===== config.mk =====
export PLATFORM = sky130hd
export DESIGN_NAME = ocl_csr_arbiter
export DESIGN_NICKNAME = d
export VERILOG_FILES = /design/src/rtl/ocl_csr_pkg.sv /design/src/rtl/ocl_csr_rr2.sv /design/src/rtl/ocl_csr_arbiter.sv
export SDC_FILE = /design/constraint.sdc
export NUM_CORES = 1
export LEC_CHECK = 0
export BUFFER_PORTS_ARGS = -buffer_cell sky130_fd_sc_hd__buf_2
export CAP_MARGIN = 15
export CORE_MARGIN = 2
export CORE_UTILIZATION = 39
export DETAILED_ROUTE_END_ITERATION = 8
export GPL_TIMING_DRIVEN = 0
export PLACE_DENSITY_LB_ADDON = 0.15
export SLEW_MARGIN = 15
export SYNTH_ARGS = -nofsm -noshare
export SYNTH_HDL_FRONTEND = slang
export SYNTH_SLANG_ARGS = --single-unit

===== constraint.sdc =====
create_clock -name clk_main_a0 -period 4.8 [get_ports clk_main_a0]
set_clock_uncertainty 0.2 [all_clocks]
set_input_delay 0.24 -clock clk_main_a0 [delete_from_list [all_inputs] [get_ports clk_main_a0]]
set_output_delay 0.24 -clock clk_main_a0 [all_outputs]
set_load 0.01 [all_outputs]

===== src/rtl/ocl_csr_pkg.sv =====
// Shared types for the OCL-to-CSR bridge: FSM states, grant encoding and
// AXI response codes, plus the round-robin pick function.
package ocl_csr_pkg;

    typedef enum logic [1:0] {
        ST_IDLE = 2'd0,
        ST_REQ  = 2'd1,
        ST_WAIT = 2'd2,
        ST_RESP = 2'd3
    } state_t;

    typedef enum logic {
        GNT_READ  = 1'b0,
        GNT_WRITE = 1'b1
    } gnt_t;

    localparam logic [1:0] RESP_OKAY   = 2'b00;
    localparam logic [1:0] RESP_SLVERR = 2'b10;

    // A lone requester wins outright; a contest goes to whoever did not win last.
    function automatic gnt_t rr_pick(input logic req_rd, input logic req_wr, input gnt_t last);
        gnt_t pick;
        if (req_rd && req_wr) begin
            pick = (last == GNT_READ) ? GNT_WRITE : GNT_READ;
        end else if (req_wr) begin
            pick = GNT_WRITE;
        end else begin
            pick = GNT_READ;
        end
        return pick;
    endfunction

endpackage


===== src/rtl/ocl_csr_rr2.sv =====
// Two-way round-robin arbiter (read vs write) with a registered last-grant.
// The last-grant register resets to READ, so the first contest goes to WRITE.
module ocl_csr_rr2
    import ocl_csr_pkg::*;
(
    input  logic clk,
    input  logic rst_n,
    input  logic i_en,
    input  logic i_req_rd,
    input  logic i_req_wr,
    output logic o_gnt_valid,
    output gnt_t o_gnt
);

    gnt_t r_last;
    gnt_t w_pick;

    assign w_pick      = rr_pick(i_req_rd, i_req_wr, r_last);
    assign o_gnt_valid = i_en & (i_req_rd | i_req_wr);
    assign o_gnt       = w_pick;

    always_ff @(posedge clk or negedge rst_n) begin
        if (!rst_n) begin
            r_last <= GNT_READ;
        end else if (o_gnt_valid) begin
            r_last <= w_pick;
        end
    end

endmodule


===== src/rtl/ocl_csr_arbiter.sv =====
// AXI4-Lite OCL slave that turns each read/write into one single-outstanding
// CSR bus request, with read/write round-robin and a bounded wait for csr_ack.
module ocl_csr_arbiter
    import ocl_csr_pkg::*;
#(
    parameter int          ADDR_W      = 32,
    parameter int          TIMEOUT_CYC = 256,
    parameter logic [31:0] ERR_RDATA   = 32'hDEAD_BEEF
)
(
    input  logic              clk_main_a0,
    input  logic              rst_main_n,

    input  logic [ADDR_W-1:0] sh_ocl_awaddr,
    input  logic              sh_ocl_awvalid,
    output logic              cl_ocl_awready,

    input  logic [31:0]       sh_ocl_wdata,
    input  logic [3:0]        sh_ocl_wstrb,
    input  logic              sh_ocl_wvalid,
    output logic              cl_ocl_wready,

    output logic [1:0]        cl_ocl_bresp,
    output logic              cl_ocl_bvalid,
    input  logic              sh_ocl_bready,

    input  logic [ADDR_W-1:0] sh_ocl_araddr,
    input  logic              sh_ocl_arvalid,
    output logic              cl_ocl_arready,

    output logic [31:0]       cl_ocl_rdata,
    output logic [1:0]        cl_ocl_rresp,
    output logic              cl_ocl_rvalid,
    input  logic              sh_ocl_rready,

    output logic              csr_req,
    output logic              csr_we,
    output logic [ADDR_W-1:0] csr_addr,
    output logic [31:0]       csr_wdata,
    output logic [3:0]        csr_wstrb,
    input  logic              csr_ack,
    input  logic [31:0]       csr_rdata,
    input  logic              csr_err,

    output logic              busy
);

    // Handshakes on all five channels follow AXI valid/ready: a beat transfers on
    // the rising edge where both are high; valid never waits on ready.

    localparam int                TMR_W    = $clog2(TIMEOUT_CYC) + 1;
    localparam logic [TMR_W-1:0]  TMR_LAST = TMR_W'(TIMEOUT_CYC - 1);

    state_t             r_state;
    gnt_t               r_gnt;
    logic               r_rdy_en;
    logic               r_aw_held;
    logic               r_w_held;
    logic               r_ar_held;
    logic [ADDR_W-1:0]  r_awaddr;
    logic [31:0]        r_wdata;
    logic [3:0]         r_wstrb;
    logic [ADDR_W-1:0]  r_araddr;
    logic [TMR_W-1:0]   r_timer;
    logic [1:0]         r_resp;
    logic [31:0]        r_rdata;

    logic               w_aw_hs;
    logic               w_w_hs;
    logic               w_ar_hs;
    logic               w_b_hs;
    logic               w_r_hs;
    logic               w_idle;
    logic               w_gnt_valid;
    gnt_t               w_gnt;
    logic               w_is_wr;

    // Readies stay low until the first clock after reset so every output is 0 in reset.
    assign cl_ocl_awready = r_rdy_en & ~r_aw_held;
    assign cl_ocl_wready  = r_rdy_en & ~r_w_held;
    assign cl_ocl_arready = r_rdy_en & ~r_ar_held;

    assign w_aw_hs = sh_ocl_awvalid & cl_ocl_awready;
    assign w_w_hs  = sh_ocl_wvalid  & cl_ocl_wready;
    assign w_ar_hs = sh_ocl_arvalid & cl_ocl_arready;
    assign w_b_hs  = cl_ocl_bvalid  & sh_ocl_bready;
    assign w_r_hs  = cl_ocl_rvalid  & sh_ocl_rready;

    assign w_idle  = (r_state == ST_IDLE);
    assign w_is_wr = (r_gnt == GNT_WRITE);

    ocl_csr_rr2 u_rr2 (
        .clk         (clk_main_a0),
        .rst_n       (rst_main_n),
        .i_en        (w_idle),
        .i_req_rd    (r_ar_held),
        .i_req_wr    (r_aw_held & r_w_held),
        .o_gnt_valid (w_gnt_valid),
        .o_gnt       (w_gnt)
    );

    assign busy          = ~w_idle;
    assign csr_req       = (r_state == ST_REQ);
    assign csr_we        = csr_req & w_is_wr;
    assign csr_addr      = csr_req ? (w_is_wr ? r_awaddr : r_araddr) : '0;
    assign csr_wdata     = csr_we ? r_wdata : 32'h0;
    assign csr_wstrb     = csr_we ? r_wstrb : 4'h0;

    assign cl_ocl_bvalid = (r_state == ST_RESP) & w_is_wr;
    assign cl_ocl_rvalid = (r_state == ST_RESP) & ~w_is_wr;
    assign cl_ocl_bresp  = cl_ocl_bvalid ? r_resp : 2'b00;
    assign cl_ocl_rresp  = cl_ocl_rvalid ? r_resp : 2'b00;
    assign cl_ocl_rdata  = cl_ocl_rvalid ? r_rdata : 32'h0;

    // Capture: one held transaction per channel, released by its response handshake.
    always_ff @(posedge clk_main_a0 or negedge rst_main_n) begin
        if (!rst_main_n) begin
            r_rdy_en  <= 1'b0;
            r_aw_held <= 1'b0;
            r_w_held  <= 1'b0;
            r_ar_held <= 1'b0;
            r_awaddr  <= '0;
            r_wdata   <= 32'h0;
            r_wstrb   <= 4'h0;
            r_araddr  <= '0;
        end else begin
            r_rdy_en <= 1'b1;
            if (w_aw_hs) begin
                r_awaddr  <= sh_ocl_awaddr;
                r_aw_held <= 1'b1;
            end else if (w_b_hs) begin
                r_aw_held <= 1'b0;
            end
            if (w_w_hs) begin
                r_wdata  <= sh_ocl_wdata;
                r_wstrb  <= sh_ocl_wstrb;
                r_w_held <= 1'b1;
            end else if (w_b_hs) begin
                r_w_held <= 1'b0;
            end
            if (w_ar_hs) begin
                r_araddr  <= sh_ocl_araddr;
                r_ar_held <= 1'b1;
            end else if (w_r_hs) begin
                r_ar_held <= 1'b0;
            end
        end
    end

    always_ff @(posedge clk_main_a0 or negedge rst_main_n) begin
        if (!rst_main_n) begin
            r_state <= ST_IDLE;
            r_gnt   <= GNT_READ;
            r_timer <= '0;
            r_resp  <= RESP_OKAY;
            r_rdata <= 32'h0;
        end else begin
            unique case (r_state)
                ST_IDLE: begin
                    if (w_gnt_valid) begin
                        r_gnt   <= w_gnt;
                        r_state <= ST_REQ;
                    end
                end
                ST_REQ: begin
                    r_timer <= '0;
                    r_state <= ST_WAIT;
                end
                ST_WAIT: begin
                    // An ack on the expiry cycle still wins over the timeout.
                    if (csr_ack) begin
                        r_resp  <= csr_err ? RESP_SLVERR : RESP_OKAY;
                        r_rdata <= csr_err ? ERR_RDATA : csr_rdata;
                        r_state <= ST_RESP;
                    end else if (r_timer == TMR_LAST) begin
                        r_resp  <= RESP_SLVERR;
                        r_rdata <= ERR_RDATA;
                        r_state <= ST_RESP;
                    end else begin
                        r_timer <= r_timer + 1'b1;
                    end
                end
                ST_RESP: begin
                    if (w_b_hs || w_r_hs) begin
                        r_state <= ST_IDLE;
                    end
                end
                default: r_state <= ST_IDLE;
            endcase
        end
    end

endmodule


Yosys cells after proc, flatten, opt, wreduce, memory -nomap -nowiden
Index checks and enable logic that the tools add are counted.
{"block": "totals", "out_inout_bits": 112, "ramBits": 0, "in_bits": 141, "elab_cells": 84, "n_memories": 0, "register_bits": 151, "romBits": 0, "latchBits": 0}
{"block": "op_classes", "eq_ne": 9, "mul": 0, "n_lt_le_gt_ge": 0, "muxes": 29, "n_div": 0, "bitwise_logic": 19, "reduce_logical": 12, "add_sub_neg": 1, "shifts": 0}
{"operator": "2-to-1 mux 32 bit", "n": 7}
{"operator": "2-to-1 mux 2 bit", "n": 9}
{"operator": "2-to-1 mux 9 bit", "n": 2}
{"operator": "case mux 9 bit (2 select lines)", "n": 1}
{"operator": "bitwise AND 1 bit", "n": 13}
{"operator": "nonzero test 2 bit", "n": 5}
{"operator": "adder 9 x 1 -> 9 bit, second input constant", "n": 1}
{"operator": "equality test 9 x 8 -> 1 bit, second input constant", "n": 1}
{"operator": "2-to-1 mux 1 bit", "n": 8}
{"operator": "case mux 2 bit (4 select lines)", "n": 1}
{"operator": "inequality test 2 bit, second input constant", "n": 3}
{"operator": "AND reduction 3 bit", "n": 2}
{"operator": "inverter 1 bit", "n": 5}
{"operator": "equality test 2 bit, second input constant", "n": 2}
{"operator": "2-to-1 mux 4 bit", "n": 1}
{"operator": "AND reduction 2 bit", "n": 2}
{"operator": "inequality test 3 bit, second input constant", "n": 1}
{"operator": "equality test 2 x 1 -> 1 bit, second input constant", "n": 1}
{"operator": "zero test 2 bit", "n": 1}
{"operator": "inequality test 2 x 1 -> 1 bit, second input constant", "n": 1}
{"operator": "logical AND 1 bit", "n": 1}
{"operator": "logical OR 1 bit", "n": 1}
{"operator": "bitwise OR 1 bit", "n": 1}

Longest topological paths before layout
Gate-level depths: netlist of run 1.
{"block": "logic_depth", "depth_word": 6, "mapped_depth": 8, "ltp_nobuf": 7}

By module
Synthesis of run 1 repeated with hierarchy kept, for this count alone.
{"block": "hier_totals", "cells_unflattened": 549, "hier_area_um2": 6935.4}
{"mod": "ocl_csr_arbiter", "n_inst": 1, "area_per_inst_um2": 6884.1, "seq_area_each_um2": 3728.6, "cells_each": 544}
{"mod": "ocl_csr_rr2", "n_inst": 1, "area_per_inst_um2": 51.3, "seq_area_each_um2": 25.0, "cells_each": 5}

Least setup slack after synthesis of run 1
Ideal clock, no wire load.
{"block": "synth_path", "path_type": "flip-flop to flip-flop", "from": "reg r_timer[0]", "to": "reg r_timer[7]", "path_stages_with_launch": 8, "path_slack_ns": 2.690, "n_path_buf": 0, "period_less_slack_ns": 2.110, "t_required_ns": 4.496, "t_arrival_ns": 1.806, "setup_time_ns": 0.104, "cell_sequence": "dfrtp_1 ha_1 nand3_1 nor2_1 ha_1 o21a_1 or4_1 o311ai_1"}
{"block": "synth_between", "elab_chain_cells": 4, "elab_cells_between_ends": 7, "classes_between": "add/sub (1); eq/ne (2); mux (3); reduce/logical (1)"}
{"element": "start: declaration", "line": "ocl_csr_arbiter.sv:64", "text": "logic [TMR_W-1:0] r_timer;"}
{"element": "start signal: assignment", "line": "ocl_csr_arbiter.sv:180", "text": "r_timer <= r_timer + 1'b1;"}
{"element": "adder 9 x 1 -> 9 bit", "line": "ocl_csr_arbiter.sv:180"}
{"element": "2-to-1 mux 9 bit", "line": "ocl_csr_arbiter.sv:175", "text": "end else if (r_timer == TMR_LAST) begin"}
{"element": "2-to-1 mux 9 bit", "line": "ocl_csr_arbiter.sv:171", "text": "if (csr_ack) begin"}
{"element": "case mux 9 bit (2 select lines)", "line": "ocl_csr_arbiter.sv:158", "text": "unique case (r_state)"}
Parallel ways exist; a longest one is shown, timed or not. The select of a mux whose other input is x is not followed.
A chain may end at the register's enable or synchronous reset.

Worst setup path after layout of run 1
{"block": "layout_path", "from": "reg r_state[1]", "to": "out csr_wdata[23]"}
{"block": "layout_between", "elab_chain_cells": 3}
{"element": "start: declaration", "line": "ocl_csr_arbiter.sv:54", "text": "state_t r_state;"}
{"element": "start signal: assignment", "line": "ocl_csr_arbiter.sv:152", "text": "r_state <= ST_IDLE;"}
{"element": "start signal: assignment", "line": "ocl_csr_arbiter.sv:162", "text": "r_state <= ST_REQ;"}
{"element": "start signal: assignment", "line": "ocl_csr_arbiter.sv:167", "text": "r_state <= ST_WAIT;"}
{"element": "equality test 2 x 1 -> 1 bit", "line": "ocl_csr_arbiter.sv:103", "text": "assign csr_req = (r_state == ST_REQ);"}
{"element": "bitwise AND 1 bit", "line": "ocl_csr_arbiter.sv:104", "text": "assign csr_we = csr_req & w_is_wr;"}
{"element": "2-to-1 mux 32 bit", "line": "ocl_csr_arbiter.sv:106", "text": "assign csr_wdata = csr_we ? r_wdata : 32'h0;"}
{"element": "end: declaration", "line": "ocl_csr_arbiter.sv:39", "text": "output logic [31:0] csr_wdata,"}
No other way between the ends.

==> impl_results.md, run 1 <==
- Status: completed
- RSZ-0062 raised after global routing: false
- CORE AREA: 17180 um^2
- Main synth FF type: dfrtp_1
- Post-synthesis cell type count: 41
- Compound-Gate Fraction of Synth Area: 6.343%
- Root Buffer: clkbuf_16
- Post_cts resized: 0
- Layout cell share with drive strength beyond 1: 41.69%
- MaxCap Viol Count: 0
- Post-synth ARST share: 100.0%
- Die Wd: between 100 and 150 um
- Synth Register Bits: 149
- Final GP Congestion: 0.8296
- Gr usage total: 21.08%
- Initial antenna violation count: 0
- Number of port buffers: 250
- Hold/Removal Path Class: input pin to flip-flop
- Syn_area_per_cell: around 13 um^2
- Max VDD drop: ~0.26 mV
- Post-Synth XOR/XNOR Area: 0%
- IO Count: about 250
- CP bufs+invs: 4
- Simple logic cell fraction of the synthesized area: between 10% and 20%
- Finished Core Util: 60.19%
- DRT iter0 DRCs: roughly 240
- Overall power: 5.688 mW
- Largest family of logic cells by synthesized area: multiplexers
- CTS clk-pin slew, worst paths: 60 ps
- Final net count: between 1000 and 1500
- Placed wire-length estimate: 13.15 mm
- DP Area: 8379 um^2
- Pins Over Slew Limit: 0
- CP required: 4360 ps
- Overflow after GRT: 0
- First drt pass iteration count: 4
- Clock latency on the worst-skew pair: approximately 420 ps
- DRC errors left: 0
- WP data arrival: 2380 ps
- Starting density of the core: 39.62%
- Worst setup EP type: output pin
- WHS: 34.33 ps
- Final instance area: 10340 um^2
- Final TNS setup: 0 ps
- Crit path largest cell delay: 440 ps
- PwrDens: 550.2 nW/um^2
- First-pass GRT wire length: 30.36 mm
- Post-synth EDFFs: 0
- Vias in the first global route: 6087
- H-tree depth: 4
- Die Span Y: approximately 140 um
- Full die area: about 19000 um^2
- F_max: 0.3541 GHz
- Adder-Cell Fraction of Synth Area: 1.103%
- YS warnings: 0
- Post-Syn Area: 6805 um^2
- Final Setup Violations: 0
- Worst-path cell chain: inv_1, ha_1, clkbuf_1, clkbuf_1, and3_1, buf_2
- Crit path max-delay family: buffers and inverters
- Antenna viol nets, final: 0
- Hold Fails Final Rpt: 0
- Post-CTS setup buffers: 0
- Rows: 48
- Fin crit share: 58.84%
- DR WL/cell: 16.25 um
- Cells after Synth: roughly 540
- Register area share after synthesis: 54.79%
- Worst-margin pin slew: 669.6 ps
- Clock Sink Count: 149
- Routed vias/inst: 4.850
- CTS tree: done
- Crit path top cell by count: clkbuf_1
- Maximum fanout along the worst path: 10
- Via count: ~5700
- Crit path kind: flip-flop to output pin
- Num CTS Buffers: 17
- Crit path time final: 2824 ps
- Mux cell area share after synthesis: 21.84%
- Clock Path Buffers: 2
- Synth-to-layout area growth: 51.92%
- Lkg Pwr: 5.164 nW
- Slew margin rel.: around 55%
- Largest net degree at the start of global routing: 88
- Final WL: 19.20 mm
- Crit-path slowest cell: ha_1
- N_diodes: 0
- Worst setup SP type: flip-flop
==> placed cells by master (no fill, tap or decap), types with 4 or more instances in the layout <==
| cell | instances |
|---|---|
| ha_1 | 6 |
| clkinv_2 | 5 |
| buf_2 | 263 |
| and2_1 | 35 |
| nand2b_1 | 4 |
| clkbuf_16 | 17 |
| dlygate4sd3_1 | 137 |
| o21ai_0 | 5 |
| a22o_1 | 9 |
| dfrtp_1 | 149 |
| o22a_1 | 24 |
| nor2b_1 | 37 |
| and3_1 | 37 |
| mux2_2 | 98 |
| nand3_1 | 8 |
| clkbuf_1 | 20 |
| mux2i_1 | 36 |
| inv_1 | 5 |
| nand2_1 | 14 |
| nor2_1 | 4 |
==> registers in the layout (all words and copies together), names as in the netlist <==
name / count
r_wstrb: 4
r_resp: 1
r_rdy_en: 1
u_rr2.r_last: 1
r_timer: 9
r_araddr: 32
r_aw_held: 1
r_w_held: 1
r_awaddr: 32
r_wdata: 32
r_state: 2
r_ar_held: 1
r_rdata: 32
==> cell families (layout without fill, tap and decap cells) <==
| logic type | Yosys count | after routing |
|---|---|---|
| other cells | 2 | 3 |
| fa+ha+maj | 6 | 6 |
| buf+inv | 44 | 462 |
| flops | 149 | 149 |
| compound gates | 53 | 53 |
| simple gates | 148 | 148 |
| mux | 136 | 136 |
==> power by group <==
part           switching, mW  internal (mW)  total (mW)
Clock                  0.498          0.835        1.33
Sequential             0.300           1.85        2.15
Combinational           1.07           1.14        2.21
==> final timing paths <==
check,from,end,slack (ps),depth (start not counted)
setup reg to reg,r_state[0],r_ar_held,2410,5
hold / removal,csr_ack,r_timer[0],30,4
max in group asynchronous,rst_main_n,r_awaddr[27],3430,3
min in group asynchronous,rst_main_n,r_wdata[7],210,2
setup / recovery,r_state[1],csr_wdata[23],1980,6
hold reg to reg,r_rdata[16],r_rdata[16],300,1
==> worst register-to-register path: stages, from the launching register on <==
cell and delay [ps]:
dfrtp_1 370, ha_1 280, nor2b_1 540, nand2_1 150, a22o_1 190, dlygate4sd3_1 540
==> repair_timing <==
item / 4_1_cts / 5_1_grt
hold endpoints to repair: 222 / 0
hold buffers: 137 / 0
endpoints found under the setup margin: 0 / 0
==> synth_stat cells, types with 2 or more instances <==
cell type	n	area, um^2
nor3b_1	2	15.01
o211ai_1	2	15.01
o21ai_0	5	25.02
dfrtp_1	149	3729
nor2_1	4	15.01
buf_4	2	15.01
ha_1	6	75.07
a31oi_1	2	12.51
mux2_1	2	22.52
mux2_2	98	1104
buf_1	2	7.510
nor2b_1	37	231.5
nand2_1	14	52.55
or4_1	3	22.52
inv_1	5	18.77
o22a_1	24	210.2
o311ai_1	2	17.52
nand2b_1	4	25.02
clkbuf_1	19	71.32
nand3_1	8	40.04
mux2i_1	36	360.4
buf_2	14	70.07
a22o_1	9	78.83
and2_1	35	219.0
and3_1	37	231.5
conb_1	2	7.510
==> stage by stage <==
step | worst slack [ps] | instances
finish | 1976 | 1182
global placement | 1163 | 1014
global route | 1816 | 1182
detailed placement | 2427 | 1015
floorplan | 2690 | 539
CTS | 1975 | 1182
==> routing by layer <==
metal | routed length [um] | global-route usage (%) | share of wire [%] | up-vias
li1 | - | - | - | 2706
met1 | 7767 | 24.74 | 40 | 2817
met4 | 379 | 7.986 | 2.0 | 0
met2 | 9982 | 36.99 | 52 | 181
met3 | 1073 | 5.444 | 5.6 | 29
met5 | 0 | 0 | 0 | -
==> layout make-up <==
cell class              count  area, um^2
fillers                  1412        6838
flip-flops and latches    149        3729
multi-input cells         346        2889
repair buffers            388        2660
clock buffers              20       456.7
well taps                 225       281.5
plain buffers              38       168.9
clock inverters            10       131.4
inverters                   6       22.52
No activity file was read; power rests on OpenSTA's default activity.
==> inputs of run 2 (changes only) <==
==> constraint.sdc (replaced) <==
create_clock -name clk_main_a0 -period 2.6 [get_ports clk_main_a0]
set_clock_uncertainty 0.2 [all_clocks]
set_input_delay 0.13 -clock clk_main_a0 [delete_from_list [all_inputs] [get_ports clk_main_a0]]
set_output_delay 0.13 -clock clk_main_a0 [all_outputs]
set_load 0.01 [all_outputs]
==> impl_results.md, run 2 (synthesis results as in run 1) <==
- Status: completed
- First drt pass iteration count: 4
- Clock latency on the worst-skew pair: 420 ps
- DR WL/cell: 16.21 um
- Initial antenna violation count: 0
- Switch share: 32.74%
- Hold/Removal Path Class: input pin to flip-flop
- First-pass GRT wire length: 30.53 mm
- Critical path launch point: u_rr2.r_last
- CTS clk-pin slew, worst paths: around 60 ps
- H-tree depth: 4
- Fin crit share: 95.13%
- Root Buffer: clkbuf_16
- Fill count: between 1000 and 1500
- Antenna viol nets, final: 0
- IO Count: between 200 and 300
- Number of port buffers: 250
- FF-to-FF End: r_rdata[8]
- Worst-margin pin slew: between 600 and 700 ps
- Placed wire-length estimate: 13.15 mm
- Gr usage total: about a fifth
- Max VDD drop: 0.4863 mV
- Reg power frac: 37.3%
- Routed vias/inst: just under 5
- Area occupied by multi-input gates: 2899 um^2
- Largest net degree at the start of global routing: 88
- Slew margin rel.: around 55%
- Hold depth: 3
- CP required: 2270 ps
- Layout cell share with drive strength beyond 1: 41.82%
- PwrDens: just over 1000 nW/um^2
- Clock Path Buffers: 2
- Lkg Pwr: 5.227 nW
- Most frequent cells in the layout: buf_2, dfrtp_1, dlygate4sd3_1
- Reg2reg path depth: 7
- Crit path kind: flip-flop to output pin
- End of the worst hold path: r_awaddr[31]
- CTS tree: done
- Hold Startpoint: sh_ocl_awvalid
- Via count: 5772
- Final Setup Violations: 0
- Final net count: roughly 1100
- Final WL: 19.31 mm
- Hold Fails Final Rpt: 0
- Pins Over Slew Limit: 0
- Sw Pwr: approximately 3.5 mW
- Crit path time final: 2473 ps
- WP data arrival: 2140 ps
- Pint: just over 7 mW
- Worst setup EP type: output pin
- Full die area: 18520 um^2
- F_max: 0.4043 GHz
- Final Worst Setup Slack: approximately 130 ps
- N_diodes: 0
- Clock Sink Count: 149
- CORE AREA: 17180 um^2
- Overflow after GRT: 0
- Most common cell after layout, fill and taps aside: buf_2
- RSZ-0062 raised after global routing: true
- Combinational Power Share: between 30% and 40%
- MaxCap Viol Count: 0
- Part of the power in the clock network: between 20% and 30%
- Num CTS Buffers: 17
- Worst setup SP type: flip-flop
- Die Wd: 136.1 um
- Flop2flop setup slack: 180 ps
- Die Span Y: between 100 and 150 um
- Final GP Congestion: 0.8296
- Post-Place Setup Slack: 302.1 ps
- RR Startpoint: r_timer[0]
- Finished Core Util: 60.84%
- Vias in the first global route: 6133
- DRC errors left: 0
- Register area: 3729 um^2
- Synth-to-layout area growth: 53.56%
- Starting density of the core: 39.62%
- DRT iter0 DRCs: 214
- Rows: 48
- Maximum fanout along the worst path: 10
run 2: cell count changes in the layout (fill, tap and decap cells not counted), moves of 3 or more:
cell,before,now
clkbuf_4,0,3
buf_2,263,260
dlygate4sd3_1,137,146
clkbuf_1,20,17
clkbuf_2,1,4
run 2: worst max-delay path, cell delays in order (launching register included):
cell      delay (ps)
dfrtp_1          310
clkbuf_1         320
clkbuf_4         340
clkbuf_4         300
mux2i_1          240
nor2b_1           70
buf_2            140
run 2: per-layer routing:
metal,track usage [%],share of wire [%],vias to the layer above
li1,-,-,2723
met1,24.91,41,2838
met2,37.30,52,179
met4,7.986,2.1,0
met5,0,0,-
met3,5.369,5.5,32
run 2: final cells by class:
type / count / share of cell area, %
Sequential cell: 149 / 35.68
Multi-Input combinational cell: 346 / 27.74
Timing Repair Buffer: 397 / 26.32
Clock buffer: 20 / 4.370
Tap cell: 225 / 2.694
Buffer: 38 / 1.724
Clock inverter: 10 / 1.257
Inverter: 6 / 0.2155
run 2: worst max-delay path by stage:
stage                     to  slack [ps]  cells past startpoint
2_1_floorplan     r_timer[7]         490                      7
3_3_place_gp    r_araddr[30]        -930                      1
3_5_place_dp      r_timer[7]         300                      7
4_1_cts        csr_wdata[19]          20                      6
5_1_grt          r_rdata[20]         -20                      7
6_report        csr_addr[30]         130                      6
run 2: timing repair:
item                       4_1_cts  5_1_grt
setup buffers                    0        0
hold buffers                   146        0
setup endpoints to repair       39       56
resized for setup                3        8
gates cloned                     0        0
hold endpoints to repair       225        0
pin swaps                        0        0
run 2: power by group through the flow:
| stage | clock network (mW) | logic (mW) | registers [mW] |
|---|---|---|---|
| 3_3_place_gp | 0 | 3.83 | 3.91 |
| 3_5_place_dp | 0 | 3.95 | 3.98 |
| 5_1_grt | 2.61 | 4.63 | 4.10 |
| 4_1_cts | 2.52 | 4.23 | 3.95 |
| 6_report | 2.46 | 4.21 | 3.97 |
| 2_1_floorplan | 0 | 2.72 | 3.81 |
run 2: per-stage QoR:
stage          hold slack (ps)  cells  power (mW)  cell area (um^2)  setup TNS (ps)
4_1_cts                  9.552   1191       10.70             10440               0
5_1_grt                  30.28   1191       11.35             10450          -81.90
3_3_place_gp             139.9   1014       7.746              8342         -136440
3_5_place_dp            -18.26   1015       7.933              8379               0
6_report                 30.87   1191       10.64             10450               0
2_1_floorplan           -365.6    539       6.526              6809               0
==> inputs of run 3 (changes only) <==
==> constraint.sdc (replaced) <==
create_clock -name clk_main_a0 -period 2.1 [get_ports clk_main_a0]
set_clock_uncertainty 0.2 [all_clocks]
set_input_delay 0.105 -clock clk_main_a0 [delete_from_list [all_inputs] [get_ports clk_main_a0]]
set_output_delay 0.105 -clock clk_main_a0 [all_outputs]
set_load 0.01 [all_outputs]
==> impl_results.md, run 3 (synthesis results as in run 1) <==
- Status: completed
- CP bufs+invs: 0
- Pins Over Slew Limit: 0
- Worst-margin pin slew: between 600 and 700 ps
- Fin crit share: between 90% and 100%
- Placed wire-length estimate: 13.29 mm
- Crit path max-delay family: simple AND/OR/NAND/NOR gates
- Most common cell after layout, fill and taps aside: buf_2
- First drt pass iteration count: 4
- Starting density of the core: approximately two fifths
- Clock Sink Count: 149
- Overflow after GRT: 0
- Via count: 5807
- Most frequent cells in the layout: buf_2, dfrtp_1, dlygate4sd3_1
- Clock Path Buffers: 2
- Largest net degree at the start of global routing: slightly above 80
- Maximum fanout along the worst path: 3
- DR WL/cell: between 15 and 20 um
- Worst setup EP type: flip-flop
- Slew margin rel.: 58.04%
- WP data arrival: 2200 ps
- Overall power: 13.87 mW
- CTS tree: done
- Number of port buffers: 250
- Crit path largest cell delay: 490 ps
- Num CTS Buffers: 17
- Routed vias/inst: 4.831
- Crit path time final: 2079 ps
- Worst setup SP type: flip-flop
- Antenna viol nets, final: 0
- CTS clk-pin slew, worst paths: 60 ps
- Die Wd: 136.1 um
- Full die area: 18520 um^2
- IO Count: 253
- Final GP Congestion: 0.7770
- DRT iter0 DRCs: 208
- H-tree depth: 4
- Die Span Y: around 140 um
- RSZ-0062 raised after global routing: true
- N_diodes: 0
- Synth-to-layout area growth: 59.27%
- Clock latency on the worst-skew pair: 410 ps
- Final WL: 19.79 mm
- Initial antenna violation count: 0
- Worst-path cell chain: ha_2, nand3_2, nor2_2, ha_4, o21a_4, or4_4, o311ai_4
- Gr usage total: 21.69%
- Root Buffer: clkbuf_16
- Final Setup Violations: 0
- Post-Layout Cell Count: 1202
- Crit-path slowest cell: or4_4
- Layout cell share with drive strength beyond 1: 47.29%
- Hold Fails Final Rpt: 0
- Final net count: 1111
- Vias in the first global route: 6272
- Lkg Pwr: 5.357 nW
- CORE AREA: 17180 um^2
- PwrDens: roughly 1300 nW/um^2
- Crit path kind: flip-flop to flip-flop
- MaxCap Viol Count: 0
- Max VDD drop: 0.6575 mV
- Hold/Removal Path Class: input pin to flip-flop
- Rows: 48
- CP required: 2220 ps
- F_max: 0.4809 GHz
- First-pass GRT wire length: 31.13 mm
- DRC errors left: 0
- Dpl cells: 1015
==> run 3: cell count changes in the layout (fill, tap and decap cells not counted), moves of 4 or more <==
cell and change:
nor2b_2 +4, ha_1 -4, clkbuf_1 -13, buf_6 +9, buf_4 +15, nor2b_1 -7
==> run 3: report_power, final <==
part	switching (mW)	total, mW	internal, mW
sequential	0.753	4.98	4.23
combinational	2.61	5.73	3.12
clock	1.18	3.16	1.98
==> run 3: final timing paths <==
kind                           startpoint            to  slack, ps  cells after the start
hold reg to reg                r_timer[8]    r_timer[8]        290                      1
setup / recovery               r_timer[1]    r_timer[7]         20                      7
hold / removal             sh_ocl_awvalid     r_aw_held         20                      4
setup reg to reg               r_timer[1]    r_timer[7]         20                      7
max in group asynchronous      rst_main_n  u_rr2.r_last        840                      3
min in group asynchronous      rst_main_n   r_wdata[15]         50                      2
==> run 3: cell type report <==
class                      instances  area (um^2)
fill                            1333         6337
clock buffer                      19        432.9
multi-input combinational        346         3054
inverter                           6        25.02
timing repair buffer             410         2877
clock inverter                    13        182.7
tap                              225        281.5
sequential                       149         3732
buffer                            34        254.0
==> run 3: routing by layer <==
layer  track usage, %  share of wire [%]  up-vias  wire length, um
li1                 -                  -     2749                -
met1            24.79                 40     2845             8005
met2            39.00                 52      177            10340
met3            5.406                4.8       36              948
met4            8.160                2.5        0              494
met5                0                  0        -                0
==> run 3: timing repair <==
action / CTS / global route
gates cloned: 1 / 0
resized for setup: 55 / 50
endpoints found under the hold margin: 290 / 0
pin swaps: 5 / 2
buffers inserted: 9 / 7
setup endpoints to repair: 136 / 132
hold buffers: 143 / 0
==> run 3: tightest hold or removal path, cell delays in order <==
cell	delay, ps
buf_2	80
nand2_2	90
buf_2	230
nand2_1	90
==> run 3: stage by stage <==
stage	hold slack, ps	setup TNS, ps	setup slack, ps	instance area [um^2]	util (%)
floorplan	-390.6	0	5.260	6812	-
global placement	114.6	-211210	-1401	8344	48.58
detailed placement	-96.74	-8660	-220.7	8382	48.80
CTS	29.08	-826.3	-69.62	10700	62.27
global route	30.83	-80.59	-47.53	10840	63.10
finish	17.83	0	20.67	10840	63.10
